$ cat config.mk
export PLATFORM = sky130hd
export DESIGN_NAME = out_display_driver
export DESIGN_NICKNAME = d
export VERILOG_FILES = /design/src/rtl/eater_disp_pkg.sv /design/src/rtl/seg7_decode.sv /design/src/rtl/out_display_driver.sv
export SDC_FILE = /design/constraint.sdc
export NUM_CORES = 1
export LEC_CHECK = 0
export ABC_AREA = 0
export CAP_MARGIN = 20
export CORE_UTILIZATION = 58
export CTS_CLUSTER_DIAMETER = 120
export DETAILED_ROUTE_END_ITERATION = 12
export PLACE_DENSITY = 0.78
export SYNTH_ARGS = -nofsm -noshare
export SYNTH_HDL_FRONTEND = slang
export SYNTH_HIERARCHICAL = 1
export SYNTH_SLANG_ARGS = --single-unit
export TNS_END_PERCENT = 10
$ cat constraint.sdc
create_clock -name fastClk -period 4.45 [get_ports fastClk]
set_input_delay 0.89 -clock fastClk [delete_from_list [all_inputs] [get_ports fastClk]]
set_output_delay 0.89 -clock fastClk [all_outputs]
set_load 0.01 [all_outputs]
$ cat src/rtl/eater_disp_pkg.sv
// Shared types and constants for the output-register display driver:
// conversion FSM states, segment patterns and digit scan indices.
package eater_disp_pkg;

  typedef enum logic {
    IDLE = 1'b0,
    CONV = 1'b1
  } state_e;

  // Segment order is {g,f,e,d,c,b,a}, active-high.
  localparam logic [6:0] SEG_BLANK = 7'b0000000;
  localparam logic [6:0] SEG_MINUS = 7'b1000000;

  // Entry d holds the pattern for decimal digit d; entry 9 is listed first.
  localparam logic [9:0][6:0] SEG_TABLE = {
    7'b1101111,  // 9
    7'b1111111,  // 8
    7'b0000111,  // 7
    7'b1111101,  // 6
    7'b1101101,  // 5
    7'b1100110,  // 4
    7'b1001111,  // 3
    7'b1011011,  // 2
    7'b0000110,  // 1
    7'b0111111   // 0
  };

  localparam logic [1:0] ONES     = 2'd0;
  localparam logic [1:0] TENS     = 2'd1;
  localparam logic [1:0] HUNDREDS = 2'd2;
  localparam logic [1:0] SIGN     = 2'd3;

endpackage

$ cat src/rtl/seg7_decode.sv
// Combinational BCD to 7-segment decoder with a blanking input.
module seg7_decode
  import eater_disp_pkg::*;
(
  input  logic [3:0] bcd_i,
  input  logic       blank_i,
  output logic [6:0] seg_o
);

  always_comb begin
    if (blank_i || (bcd_i > 4'd9)) begin
      seg_o = SEG_BLANK;
    end else begin
      seg_o = SEG_TABLE[bcd_i];
    end
  end

endmodule

$ cat src/rtl/out_display_driver.sv
// Captures the output-register byte, converts it to decimal with a sequential
// double-dabble, and scans sign/hundreds/tens/ones onto a multiplexed display.
module out_display_driver
  import eater_disp_pkg::*;
#(
  parameter int unsigned REFRESH_DIV = 1024
) (
  input  logic       fastClk,
  input  logic       rst,
  input  logic       out_valid,
  input  logic [7:0] out_data,
  input  logic       signed_mode,
  output logic [6:0] seg,
  output logic [3:0] digit_sel,
  output logic       busy
);

  localparam int unsigned CNT_W = (REFRESH_DIV > 2) ? $clog2(REFRESH_DIV) : 1;
  localparam logic [CNT_W-1:0] CNT_MAX = CNT_W'(REFRESH_DIV - 1);

  state_e            state_q, state_d;
  logic [7:0]        mag_q, mag_d;
  logic [11:0]       bcd_q, bcd_d, bcd_adj;
  logic [3:0]        iter_q, iter_d;
  logic              conv_neg_q, conv_neg_d;
  logic [3:0]        hund_q, hund_d, tens_q, tens_d, ones_q, ones_d;
  logic              neg_q, neg_d;
  logic [CNT_W-1:0]  cnt_q, cnt_d;
  logic [1:0]        idx_q, idx_d;
  logic [3:0]        digit_sel_q, digit_sel_d;
  logic [6:0]        seg_q, seg_d;
  logic [3:0]        dec_bcd;
  logic              dec_blank;
  logic [6:0]        dec_seg;

  // Conversion FSM and display registers. Display registers move only on the
  // commit edge, so partial BCD never reaches the segments.
  always_comb begin
    // NOTE: every output of this block gets a default first, so no path leaves
    // a signal unassigned and no latch is inferred.
    state_d    = state_q;
    mag_d      = mag_q;
    bcd_d      = bcd_q;
    iter_d     = iter_q;
    conv_neg_d = conv_neg_q;
    hund_d     = hund_q;
    tens_d     = tens_q;
    ones_d     = ones_q;
    neg_d      = neg_q;

    bcd_adj = bcd_q;
    for (int i = 0; i < 3; i++) begin
      if (bcd_q[i*4 +: 4] >= 4'd5) bcd_adj[i*4 +: 4] = bcd_q[i*4 +: 4] + 4'd3;
    end

    if (state_q == CONV) begin
      if (iter_q == 4'd8) begin
        hund_d  = bcd_q[11:8];
        tens_d  = bcd_q[7:4];
        ones_d  = bcd_q[3:0];
        neg_d   = conv_neg_q;
        state_d = IDLE;
      end else begin
        bcd_d  = {bcd_adj[10:0], mag_q[7]};
        mag_d  = {mag_q[6:0], 1'b0};
        iter_d = iter_q + 4'd1;
      end
    end

    // A new strobe always restarts the conversion; on the commit edge the old
    // result has already been committed above.
    if (out_valid) begin
      if (signed_mode && out_data[7]) begin
        conv_neg_d = 1'b1;
        mag_d      = ~out_data + 8'd1;
      end else begin
        conv_neg_d = 1'b0;
        mag_d      = out_data;
      end
      bcd_d   = '0;
      iter_d  = '0;
      state_d = CONV;
    end
  end

  // Digit scan; segment data is taken from next-state display values so that
  // seg and digit_sel update together.
  always_comb begin
    cnt_d = cnt_q + 1'b1;
    idx_d = idx_q;
    if (cnt_q == CNT_MAX) begin
      cnt_d = '0;
      idx_d = idx_q + 2'd1;
    end
    digit_sel_d = 4'b0001 << idx_d;

    dec_bcd   = ones_d;
    dec_blank = 1'b0;
    case (idx_d)
      TENS: begin
        dec_bcd   = tens_d;
        dec_blank = (hund_d == 4'd0) && (tens_d == 4'd0);
      end
      HUNDREDS: begin
        dec_bcd   = hund_d;
        dec_blank = (hund_d == 4'd0);
      end
      default: ;
    endcase

    seg_d = (idx_d == SIGN) ? (neg_d ? SEG_MINUS : SEG_BLANK) : dec_seg;
  end

  seg7_decode u_dec (
    .bcd_i   (dec_bcd),
    .blank_i (dec_blank),
    .seg_o   (dec_seg)
  );

  always_ff @(posedge fastClk) begin
    // NOTE: sequential state is updated with non-blocking assignments so every
    // register samples the pre-edge values regardless of statement order.
    if (rst) begin
      state_q     <= IDLE;
      mag_q       <= '0;
      bcd_q       <= '0;
      iter_q      <= '0;
      conv_neg_q  <= 1'b0;
      hund_q      <= '0;
      tens_q      <= '0;
      ones_q      <= '0;
      neg_q       <= 1'b0;
      cnt_q       <= '0;
      idx_q       <= ONES;
      digit_sel_q <= 4'b0001;
      seg_q       <= SEG_TABLE[0];
    end else begin
      state_q     <= state_d;
      mag_q       <= mag_d;
      bcd_q       <= bcd_d;
      iter_q      <= iter_d;
      conv_neg_q  <= conv_neg_d;
      hund_q      <= hund_d;
      tens_q      <= tens_d;
      ones_q      <= ones_d;
      neg_q       <= neg_d;
      cnt_q       <= cnt_d;
      idx_q       <= idx_d;
      digit_sel_q <= digit_sel_d;
      seg_q       <= seg_d;
    end
  end

  assign seg       = seg_q;
  assign digit_sel = digit_sel_q;
  assign busy      = (state_q == CONV);

endmodule
==> flow_summary.json <==
{
  "numPortBuffers": 23,
  "fin_cells": 443,
  "rows": 26,
  "wirelength_mm": 5.81,
  "r2r_cells": 13,
  "r2r-end": "seg[0]",
  "core-area_um2": 5170,
  "place_area_um2": 3400,
  "async_flop_share_pct": 0,
  "startpoint_type": "register",
  "ant_nets": 0,
  "regToRegStartpoint": "cnt_q[0]",
  "die_width_um": 75.7,
  "clockBufferDepth": 2,
  "cts.sink_count": 62,
  "crit_path_end_kind": "register",
  "synthCells": 347,
  "post-place-cells": 428,
  "outcome": "finished clean",
  "setup_viol": 0,
  "grt_pass1_vias": 2247,
  "yosys.area.top_type": "dfxtp_1",
  "synth_most_common_cell": "dfxtp_1",
  "synth_top_area_share_pct": 39.4,
  "cts_setup_buffers": 0,
  "vias_per_cell": 5.45,
  "path_class": "reg2reg",
  "drt_iter0_markers": 111,
  "fin_skew_ps": 8.72,
  "fill_cells": 413,
  "avgRoutedWirePerCell_um": 13.1,
  "ctsRootBufferMaster": "clkbuf_8",
  "drive_above_1_share_pct": 10.5,
  "io_pins": 24,
  "ir_drop_uv": 246,
  "whs_endpoint": "cnt_q[0]",
  "yosysWarnings": 6,
  "min_delay_path_depth": 1,
  "htree_num_levels": 3,
  "synth_area_leaders": "dfxtp_1 39%, ha_1 7.9%, nor2_1 5.0%",
  "synth.distinct_cells": 49,
  "drc_errors": 0,
  "start_util_pct": 60.9,
  "nets": 401,
  "n_antenna_cell": 0,
  "cts_hold_buf": 0,
  "yosysSeqAreaShare_pct": 39.4,
  "cts_made_buffers": 9,
  "antenna_found_initial": 0,
  "place_congestion": 0.785,
  "tns_ps": 0,
  "post-dp-hpwl_mm": 4.15,
  "dp_worst_setup_slack_ps": 511,
  "worst_pin_slew_ps": 791,
  "cts_tree": "built",
  "clk_latency_ps": 340,
  "synth_flop_cell": "dfxtp_1",
  "maxCapViolations": 0,
  "netlist_area_um2": 3150,
  "rsz0062_at_grt": "false",
  "fin_util_pct": 68.9,
  "grt.overflow.total": 0,
  "fin_total_pwr_mw": 1.07,
  "drt_first_pass_iters": 4,
  "powerDensity_nw_per_um2": 300,
  "hold_viol": 0,
  "die_h_um": 75.7,
  "max_clock_freq_mhz": 247,
  "die_area_um2": 5730,
  "netlist_top_cells_count": "62 x dfxtp_1, 42 x nor2_1, 24 x a21oi_1",
  "p_leak_nw": 1.38,
  "finalWorstSetupSlack_ps": 400,
  "grt_max_degree": 43,
  "arrival_ps": 4280,
  "synth_edf_count": 0,
  "path_clk_slew_ps": 60,
  "worstPathRequired_ps": 4680,
  "fin_area_um2": 3570,
  "grtUsageTotal_pct": 22.1,
  "grt_pass1_wl_mm": 9.48,
  "finalCritPeriodShare_pct": 91.0,
  "hp-class": "reg2reg",
  "cts_resized": 0,
  "syn_avg_cell_area_um2": 9.08,
  "ys_ff_latch": 62,
  "syn2layout_area_growth_pct": 13.2,
  "min_from": "cnt_q[0]",
  "slew_headroom_pct": 46.7,
  "holdWs_ps": 470,
  "syn_nets": 379,
  "cp_max_fo": 7,
  "regToRegSetupSlack_ps": 400,
  "slew_violations": 0,
  "period_minus_slack_ps": 4050,
  "vias": 2415
}
-- layout by cell type, fill, tap and decap left out, types with 6 or more instances in the layout --
| cell | synthesis | routed |
|---|---|---|
| clkdlybuf4s50_1 | 0 | 23 |
| nand2b_1 | 7 | 7 |
| a21oi_1 | 24 | 24 |
| o21ai_0 | 19 | 19 |
| mux2i_1 | 13 | 13 |
| nand2_1 | 20 | 20 |
| mux2_2 | 6 | 6 |
| nand3_1 | 13 | 13 |
| nor2_1 | 42 | 42 |
| clkbuf_8 | 0 | 11 |
| dfxtp_1 | 62 | 62 |
| ha_1 | 20 | 20 |
| xnor2_1 | 15 | 15 |
| a21o_1 | 6 | 6 |
| inv_1 | 18 | 18 |
| nor3_1 | 6 | 6 |
| xor2_1 | 8 | 8 |
-- cell type report --
type	count	area (um2)	share of cell area, %
Timing Repair Buffer	26	253	7.09
Sequential cell	62	1240	34.8
Tap cell	70	87.6	2.46
Clock inverter	1	5.00	0.140
Clock buffer	14	163	4.56
Multi-Input combinational cell	251	1750	48.9
Inverter	19	71.3	2.00
-- worst max-delay path, cell delays in order, from the launching register on --
cell     delay, ps
dfxtp_1        370
ha_1           260
nand4_2        160
nor3_4         240
xnor2_1        310
inv_1          140
ha_1           440
nand2_1        130
o21ai_0        660
inv_1          210
ha_1           300
o31ai_4        430
a21oi_1         90
a21o_1         190
-- cells by family (layout without fill, tap and decap cells) --
family	Yosys count	count (layout)	share of synthesized area [%]
fa+ha+maj	20	20	7.95
buf+inv	34	60	5.16
compound gates	72	72	15.0
flops	62	62	39.4
simple gates	116	116	19.1
mux	20	20	6.99
xor+xnor	23	23	6.40
-- where the power goes --
group	total, mW	internal, mW	switching, mW
logic	0.0675	0.0300	0.0375
registers	0.572	0.565	0.00719
clock network	0.431	0.229	0.201
-- per-layer routing --
layer | global-route usage, % | wire [um]
met1 | 27.1 | 2660
met2 | 37.3 | 2910
met3 | 4.76 | 177
met4 | 10.3 | 72
met5 | 0 | 0
-- registers in the layout (all words and copies together), names as in the netlist --
register	count
tens_q	4
iter_q	4
neg_q	1
conv_neg_q	1
idx_q	2
hund_q	4
digit_sel	4
seg	7
ones_q	4
cnt_q	10
bcd_q	12
busy	1
mag_q	8
-- how the worst max path moves through the flow --
stage,endpoint,cells past startpoint,start
global placement,seg[3],13,cnt_q[0]
finish,seg[0],13,cnt_q[0]
global route,seg[5],13,cnt_q[0]
floorplan,seg[3],13,cnt_q[0]
detailed placement,seg[0],13,cnt_q[0]
CTS,seg[0],13,cnt_q[0]
No activity file was read; power rests on OpenSTA's default activity.
